**src/rtl/alien_grid_render_pkg.sv**
```systemverilog
// Shared screen, timing, color and FSM definitions for the alien formation
// renderer and the VGA timing generator it sits behind.
package alien_grid_render_pkg;

    // 640x480 timing generator constants
    localparam logic [9:0] H_ACTIVE     = 10'd640;
    localparam logic [9:0] H_SYNC_START = 10'd656;
    localparam logic [9:0] H_SYNC_END   = 10'd752;
    localparam logic [9:0] H_TOTAL      = 10'd800;
    localparam logic [9:0] V_ACTIVE     = 10'd480;
    localparam logic [9:0] V_SYNC_START = 10'd490;
    localparam logic [9:0] V_SYNC_END   = 10'd492;
    localparam logic [9:0] V_TOTAL      = 10'd525;

    localparam logic [9:0] LAND_Y = 10'd440;

    localparam logic [7:0] COLOR_ROW0  = 8'hE3;
    localparam logic [7:0] COLOR_ROWN  = 8'h1C;
    localparam logic [7:0] COLOR_BLACK = 8'h00;

    localparam int SPRITE_SZ = 16;
    localparam int PITCH     = 32;

    typedef enum logic [1:0] {
        S_RIGHT = 2'd0,
        S_LEFT  = 2'd1,
        S_DROP  = 2'd2,
        S_HALT  = 2'd3
    } state_e;

endpackage

```
**src/rtl/alien_sprite_rom.sv**
```systemverilog
// 16x16 alien bitmap; bit n of a row is the pixel at x offset n.
module alien_sprite_rom (
    input  logic [3:0]  row_i,
    output logic [15:0] bits_o
);

    always_comb begin
        case (row_i)
            4'd0:    bits_o = 16'hC003;
            4'd1:    bits_o = 16'h6006;
            4'd2:    bits_o = 16'h3FFC;
            4'd3:    bits_o = 16'h7FFE;
            4'd4:    bits_o = 16'hFFFF;
            4'd5:    bits_o = 16'hE7E7;
            4'd6:    bits_o = 16'hE7E7;
            4'd7:    bits_o = 16'hFFFF;
            4'd8:    bits_o = 16'hFFFF;
            4'd9:    bits_o = 16'h7FFE;
            4'd10:   bits_o = 16'h3C3C;
            4'd11:   bits_o = 16'h6666;
            4'd12:   bits_o = 16'hC3C3;
            4'd13:   bits_o = 16'h8181;
            default: bits_o = 16'h0000;
        endcase
    end

endmodule

```
**src/rtl/alien_grid_render.sv**
```systemverilog
// Alien formation: frame-paced march/drop FSM, kill mask, and a one-pixel
// registered renderer that keeps syncs aligned with rgb.
module alien_grid_render
    import alien_grid_render_pkg::*;
#(
    parameter int COLS      = 8,
    parameter int ROWS      = 4,
    parameter int STEP_X    = 2,
    parameter int STEP_Y    = 8,
    parameter int FRAME_DIV = 4
) (
    input  logic       clk,
    input  logic       reset,
    input  logic       enable,
    input  logic [9:0] hPos,
    input  logic [9:0] vPos,
    input  logic       hSync_in,
    input  logic       vSync_in,
    input  logic       kill_valid,
    input  logic [2:0] kill_col,
    input  logic [1:0] kill_row,
    output logic [7:0] rgb,
    output logic       hSync_out,
    output logic       vSync_out,
    output logic       alien_on,
    output logic [5:0] alive_count,
    output logic       all_dead,
    output logic       landed
);

    localparam int              NUM      = ROWS * COLS;
    localparam logic [10:0]     FORM_W   = 11'(COLS * PITCH - SPRITE_SZ);
    localparam logic [10:0]     FORM_H   = 11'(ROWS * PITCH - SPRITE_SZ);
    localparam int              FW       = (FRAME_DIV > 1) ? $clog2(FRAME_DIV) : 1;
    localparam logic [FW-1:0]   FDIV_MAX = FW'(FRAME_DIV - 1);

    logic [FW-1:0]             fcnt_q, fcnt_d;
    logic                      frame_tick, move_tick;
    state_e                    state_q, state_d, next_dir_q, next_dir_d;
    logic [9:0]                gridX_q, gridX_d, gridY_q, gridY_d;
    logic [ROWS-1:0][COLS-1:0] alive_q, alive_d;
    logic [5:0]                alive_count_q;
    logic [7:0]                rgb_q;
    logic                      alien_on_q, hsync_q, vsync_q;
    logic                      right_edge, left_edge;

    // Row 480 col 0 is the first blanking pixel, so the grid never moves mid-picture
    assign frame_tick = enable && (hPos == 10'd0) && (vPos == V_ACTIVE);
    assign move_tick  = frame_tick && (fcnt_q == FDIV_MAX);
    assign fcnt_d     = !frame_tick ? fcnt_q : (move_tick ? '0 : fcnt_q + 1'b1);

    assign landed     = (11'(gridY_q) + FORM_H) >= 11'(LAND_Y);
    assign all_dead   = (alive_count_q == 6'd0);
    assign right_edge = (11'(gridX_q) + FORM_W + 11'(STEP_X)) > 11'(H_ACTIVE);
    assign left_edge  = gridX_q < 10'(STEP_X);

    always_ff @(posedge clk or negedge reset) begin
        if (!reset) begin
            state_q    <= S_RIGHT;
            next_dir_q <= S_LEFT;
            gridX_q    <= 10'd64;
            gridY_q    <= 10'd32;
            fcnt_q     <= '0;
        end else begin
            state_q    <= state_d;
            next_dir_q <= next_dir_d;
            gridX_q    <= gridX_d;
            gridY_q    <= gridY_d;
            fcnt_q     <= fcnt_d;
        end
    end

    always_comb begin
        state_d = state_q;
        if (move_tick && state_q != S_HALT) begin
            if (landed || all_dead) begin
                state_d = S_HALT;
            end else begin
                case (state_q)
                    S_RIGHT: if (right_edge) state_d = S_DROP;
                    S_LEFT:  if (left_edge)  state_d = S_DROP;
                    S_DROP:  state_d = next_dir_q;
                    default: state_d = state_q;
                endcase
            end
        end
    end

    always_comb begin
        gridX_d    = gridX_q;
        gridY_d    = gridY_q;
        next_dir_d = next_dir_q;
        if (move_tick && !landed && !all_dead) begin
            case (state_q)
                S_RIGHT: if (right_edge) next_dir_d = S_LEFT;
                         else            gridX_d    = gridX_q + 10'(STEP_X);
                S_LEFT:  if (left_edge)  next_dir_d = S_RIGHT;
                         else            gridX_d    = gridX_q - 10'(STEP_X);
                S_DROP:  gridY_d = gridY_q + 10'(STEP_Y);
                default: ;
            endcase
        end
    end

    // Kills land regardless of the pixel enable; dead or out-of-range targets are no-ops
    always_comb begin
        alive_d = alive_q;
        if (kill_valid && (32'(kill_row) < ROWS) && (32'(kill_col) < COLS))
            alive_d[kill_row][kill_col] = 1'b0;
    end

    always_ff @(posedge clk or negedge reset) begin
        if (!reset) begin
            alive_q       <= '1;
            alive_count_q <= 6'(NUM);
        end else begin
            alive_q       <= alive_d;
            alive_count_q <= 6'($countones(alive_d));
        end
    end

    logic [9:0]  relX, relY;
    logic [15:0] spr_row;
    logic        in_form, hit;

    assign relX = hPos - gridX_q;
    assign relY = vPos - gridY_q;
    assign in_form = (hPos >= gridX_q) && (11'(relX) < FORM_W) &&
                     (vPos >= gridY_q) && (11'(relY) < FORM_H) &&
                     (hPos < H_ACTIVE) && (vPos < V_ACTIVE);

    alien_sprite_rom u_rom (
        .row_i  (relY[3:0]),
        .bits_o (spr_row)
    );

    assign hit = in_form && !relX[4] && !relY[4] &&
                 alive_q[relY[6:5]][relX[7:5]] && spr_row[relX[3:0]];

    always_ff @(posedge clk or negedge reset) begin
        if (!reset) begin
            rgb_q      <= COLOR_BLACK;
            alien_on_q <= 1'b0;
            hsync_q    <= 1'b1;
            vsync_q    <= 1'b1;
        end else if (enable) begin
            rgb_q      <= !hit ? COLOR_BLACK : (relY[6:5] == 2'd0 ? COLOR_ROW0 : COLOR_ROWN);
            alien_on_q <= hit;
            hsync_q    <= hSync_in;
            vsync_q    <= vSync_in;
        end
    end

    assign rgb         = rgb_q;
    assign alien_on    = alien_on_q;
    assign hSync_out   = hsync_q;
    assign vSync_out   = vsync_q;
    assign alive_count = alive_count_q;

endmodule

```
**config.mk**
```make
export PLATFORM = sky130hd
export DESIGN_NAME = alien_grid_render
export DESIGN_NICKNAME = d
export VERILOG_FILES = /design/src/rtl/alien_grid_render_pkg.sv /design/src/rtl/alien_sprite_rom.sv /design/src/rtl/alien_grid_render.sv
export SDC_FILE = /design/constraint.sdc
export NUM_CORES = 1
export LEC_CHECK = 0
export ABC_AREA = 1
export CAP_MARGIN = 25
export CORE_MARGIN = 2
export CORE_UTILIZATION = 45
export DETAILED_ROUTE_END_ITERATION = 16
export PLACE_DENSITY_LB_ADDON = 0.05
export SYNTH_ARGS = -nofsm -noshare
export SYNTH_HDL_FRONTEND = slang
export SYNTH_SLANG_ARGS = --single-unit
```
**constraint.sdc**
```tcl
create_clock -name clk -period 6.4 [get_ports clk]
set_input_delay 1.6 -clock clk [delete_from_list [all_inputs] [get_ports clk]]
set_output_delay 1.6 -clock clk [all_outputs]
set_load 0.03 [all_outputs]
```
==> results by group <==
Outcome
  – Outcome: finished, final reports clean

STA
  – Max Fclk: 162 MHz
  – Setup violators final: 0
  – Final Hold Fails: 0
  – Min Tclk post-route: 6.19 ns
  – Fraction of the cycle the final worst path needs: about 97%
  – RSZ-0062 raised after global routing: false
  – Slew Viols, Final: 0
  – Worst clock skew: approximately 0.010 ns
  – Rel. slew slack: 34.5%
  – Slew of the pin with the lowest slew margin: 0.979 ns

Setup path
  – Critical path data arrival time: 6.45 ns
  – Worst path bufs/invs: 6
  – Largest stage delay, worst path: 0.56 ns
  – Critical-path cell list: dlygate4sd2_1 -> inv_2 -> buf_6 -> nor3_4 -> buf_6 -> a21oi_4 -> inv_1 -> fa_1 -> fa_2 -> fa_1 -> fa_1 -> inv_1 -> fa_1 -> fa_1 -> ha_4 -> fa_2 -> a21oi_2 -> nor2_1 -> nor2_1 -> xnor2_1
  – Cell family with most CP delay: adder cells
  – Crit path required time: 6.66 ns
  – Crit path kind: in2reg
  – CP Capture Type: register
  – Critical-path top delay cell: fa_1
  – Most used cell, CP: fa_1
  – Crit Path Max Fanout: 5
  – CP Launch Type: input port

Route
  – DR iter-0 viols: 335
  – Vias: 5,075
  – Drt pass-1 iters: 5
  – DRT antenna net count: 0
  – Final WL: 14,400 µm
  – Highest metal used: met4
  – Routed wl met2: around 7200 µm
  – Met3 wire len: 487 µm
  – Vias/cell: between 4 and 5
  – DRT met1 WL: 6370 µm
  – DRC viols: 0
  – Routed WL per cell: approximately 14 µm

Run
  – Max Cap Viol: 0

Clocking
  – CTS tree: yes
  – Clock sinks: 64
  – Clock-pin slew on the worst setup and hold paths: approximately 0.06 ns
  – Clock buffer depth: 2
  – Worst-Skew Late Latency: 0.34 ns
  – CTS root buf: clkbuf_16
  – H-tree Lvls: 3
  – CTS Buf Count: 9

Pwr
  – Clock Power Share: 25.4%
  – Total power: 2.28 mW
  – Sequential share of power: 21.5%
  – Sw Pwr: ~0.85 mW
  – Max VDD drop: between 0.0004 and 0.0005 V
  – Comb power frac: around 53%
  – Leakage: 3.47 nW
  – Switch share: a little under two fifths
  – Power Density: 322 nW/µm²
  – Internal: 1.43 mW

Synthesis
  – Synth Area per Inst: 7.49 µm²
  – Post-synthesis cell count: 756
  – Yosys warns: 0
  – Synth cell types: 44
  – Post-synthesis sequential area ratio: just under 30%
  – Synthesized cell area: 5660 µm²
  – Yosys reg bits: 64
  – Mapped Nets: approximately 850

Layout
  – Register area: 1650 µm²
  – Most frequent cells in the layout: nand2_1, inv_1, nand3_1
  – Net count, final: ~940
  – N_diodes: 0
  – Layout cells sized above 1: 19.4%
  – Finished Cell Area: 7090 µm²
  – Area of the multi-input gates: 3600 µm²
  – FILL cells: 1,150
  – Most common cell after layout, fill and taps aside: nand2_1
  – Layout area overhead: 25.2%

GRT
  – GRT overflow: 0
  – Vias in the first global route: 5,090
  – First-pass GRT wire length: 24,100 µm
  – Initial antenna violation count: 0
  – Largest net degree at the start of global routing: between 60 and 70
  – Gr usage total: approximately 23%

Die
  – Initial Util: between 40% and 50%
  – Die width: 116 µm
  – Core Rows: 40
  – Die ar.: approximately 13,000 µm²
  – Die H: about 120 µm
  – Core area: 12,200 µm²
  – I/O pins: 50

Place
  – Area after DPL: around 6600 µm²
  – Dpl hpwl: 11,300 µm
  – I/O Buffers: 49
  – Global placer's final weighted congestion: approximately 0.92

Hold path
  – Min-Delay Path Class: reg2reg
-- repair_timing --
action / 4_1_cts / 5_1_grt
setup buffers: 3 / 1
setup endpoints to repair: 4 / 4
hold buffers: 0 / 0
pin swaps: 20 / 9
resized for setup: 41 / 20
-- path summary, 6_finish.rpt --
| path | from | to | slack, ns | depth (start not counted) |
|---|---|---|---|---|
| setup / recovery | kill_valid | alive_count[4] | 0.21 | 20 |
| hold / removal | gridY_q[9] | gridY_q[9] | 0.42 | 0 |
| setup reg to reg | alive_q[0] | alive_count[4] | 1.45 | 17 |
| hold reg to reg | gridY_q[9] | gridY_q[9] | 0.42 | 0 |
| max in group asynchronous | reset | gridX_q[8] | 4.38 | 2 |
| min in group asynchronous | reset | gridY_q[8] | 1.46 | 2 |
-- synthesized netlist by cell type (all sizes together) --
library cell,count,area (µm²)
o211ai,4,30.0
a22oi,1,7.51
fa,26,521
nor3b,1,7.51
a31oi,1,6.26
nor2,51,244
nand2,215,817
a21boi,10,75.1
clkbuf,1,3.75
mux2i,1,10.0
xor2,25,219
o21a,1,7.51
nand3b,4,30.0
clkinv,1,3.75
ha,34,425
and3,1,6.26
o21ai,33,176
inv,127,477
or2,3,18.8
nor3,21,110
a21oi,33,169
dfrtp,26,651
buf,15,108
o21bai,3,33.8
nand4,18,134
nand3,54,310
nor4,3,18.8
dfstp,38,998
xnor2,5,43.8
-- layout make-up --
type / instances / share of cell area (%)
Multi-Input combinational cell: 548 / 50.7
Timing Repair Buffer: 93 / 11.4
Tap cell: 168 / 2.96
Clock inverter: 5 / 1.46
Sequential cell: 64 / 23.3
Inverter: 128 / 6.78
Clock buffer: 11 / 3.42
-- per-layer routing --
metal  track usage [%]  up-vias
met4              8.57        0
met2              39.9       78
met1              28.9     2403
met3              4.20       23
li1                  -     2571
met5                 0        -
-- sequential cells by signal, indices dropped and copies added, names as in the netlist --
register,cells
alive_q,32
gridX_q,9
gridY_q,7
alive_count,6
fcnt_q,2
rgb,2
state_q,2
alien_on,1
hSync_out,1
next_dir_q,1
vSync_out,1
-- kinds of logic after synthesis --
logic type / count (synthesis) / share of synthesized area [%]
xor gates and xnor gates: 30 / 4.64
DFF: 64 / 29.1
AOI/OAI and AO/OA: 86 / 8.93
and+or+nand+nor: 371 / 30.0
buffers and inverters: 144 / 10.5
muxes: 1 / 0.177
adders and majority gates: 60 / 16.7
-- stage by stage --
stage	worst slack [ns]	TNS, ns	hold WS (ns)	cells	util (%)
finish	0.212	0	0.416	1017	58.3
floorplan	0.109	0	0.444	756	-
CTS	0.0136	0	0.421	1016	57.9
detailed placement	-0.667	-2.47	0.409	999	54.0
global placement	-0.526	-1.85	0.386	999	54.0
global route	0.00792	0	0.435	1017	58.3
-- power groups by stage --
stage               clock network, mW  registers, mW  logic [mW]
floorplan                           0          0.526       0.713
global placement                    0          0.497        1.09
detailed placement                  0          0.498        1.11
CTS                             0.588          0.492        1.20
global route                    0.605          0.494        1.41
finish                          0.579          0.492        1.21
-- worst reg2reg max path, cell delays in order, from the launching register on --
cell and delay, ns:
dfstp_2 0.51, inv_1 0.06, a21oi_2 0.12, inv_1 0.08
fa_1 0.53, inv_1 0.05, fa_1 0.45, fa_1 0.50
fa_1 0.52, fa_1 0.54, inv_1 0.05, fa_1 0.53
inv_1 0.07, fa_2 0.41, a21oi_2 0.15, nor2_1 0.06
nor2_1 0.11, xnor2_1 0.12
No activity file was read; power rests on OpenSTA's default activity.
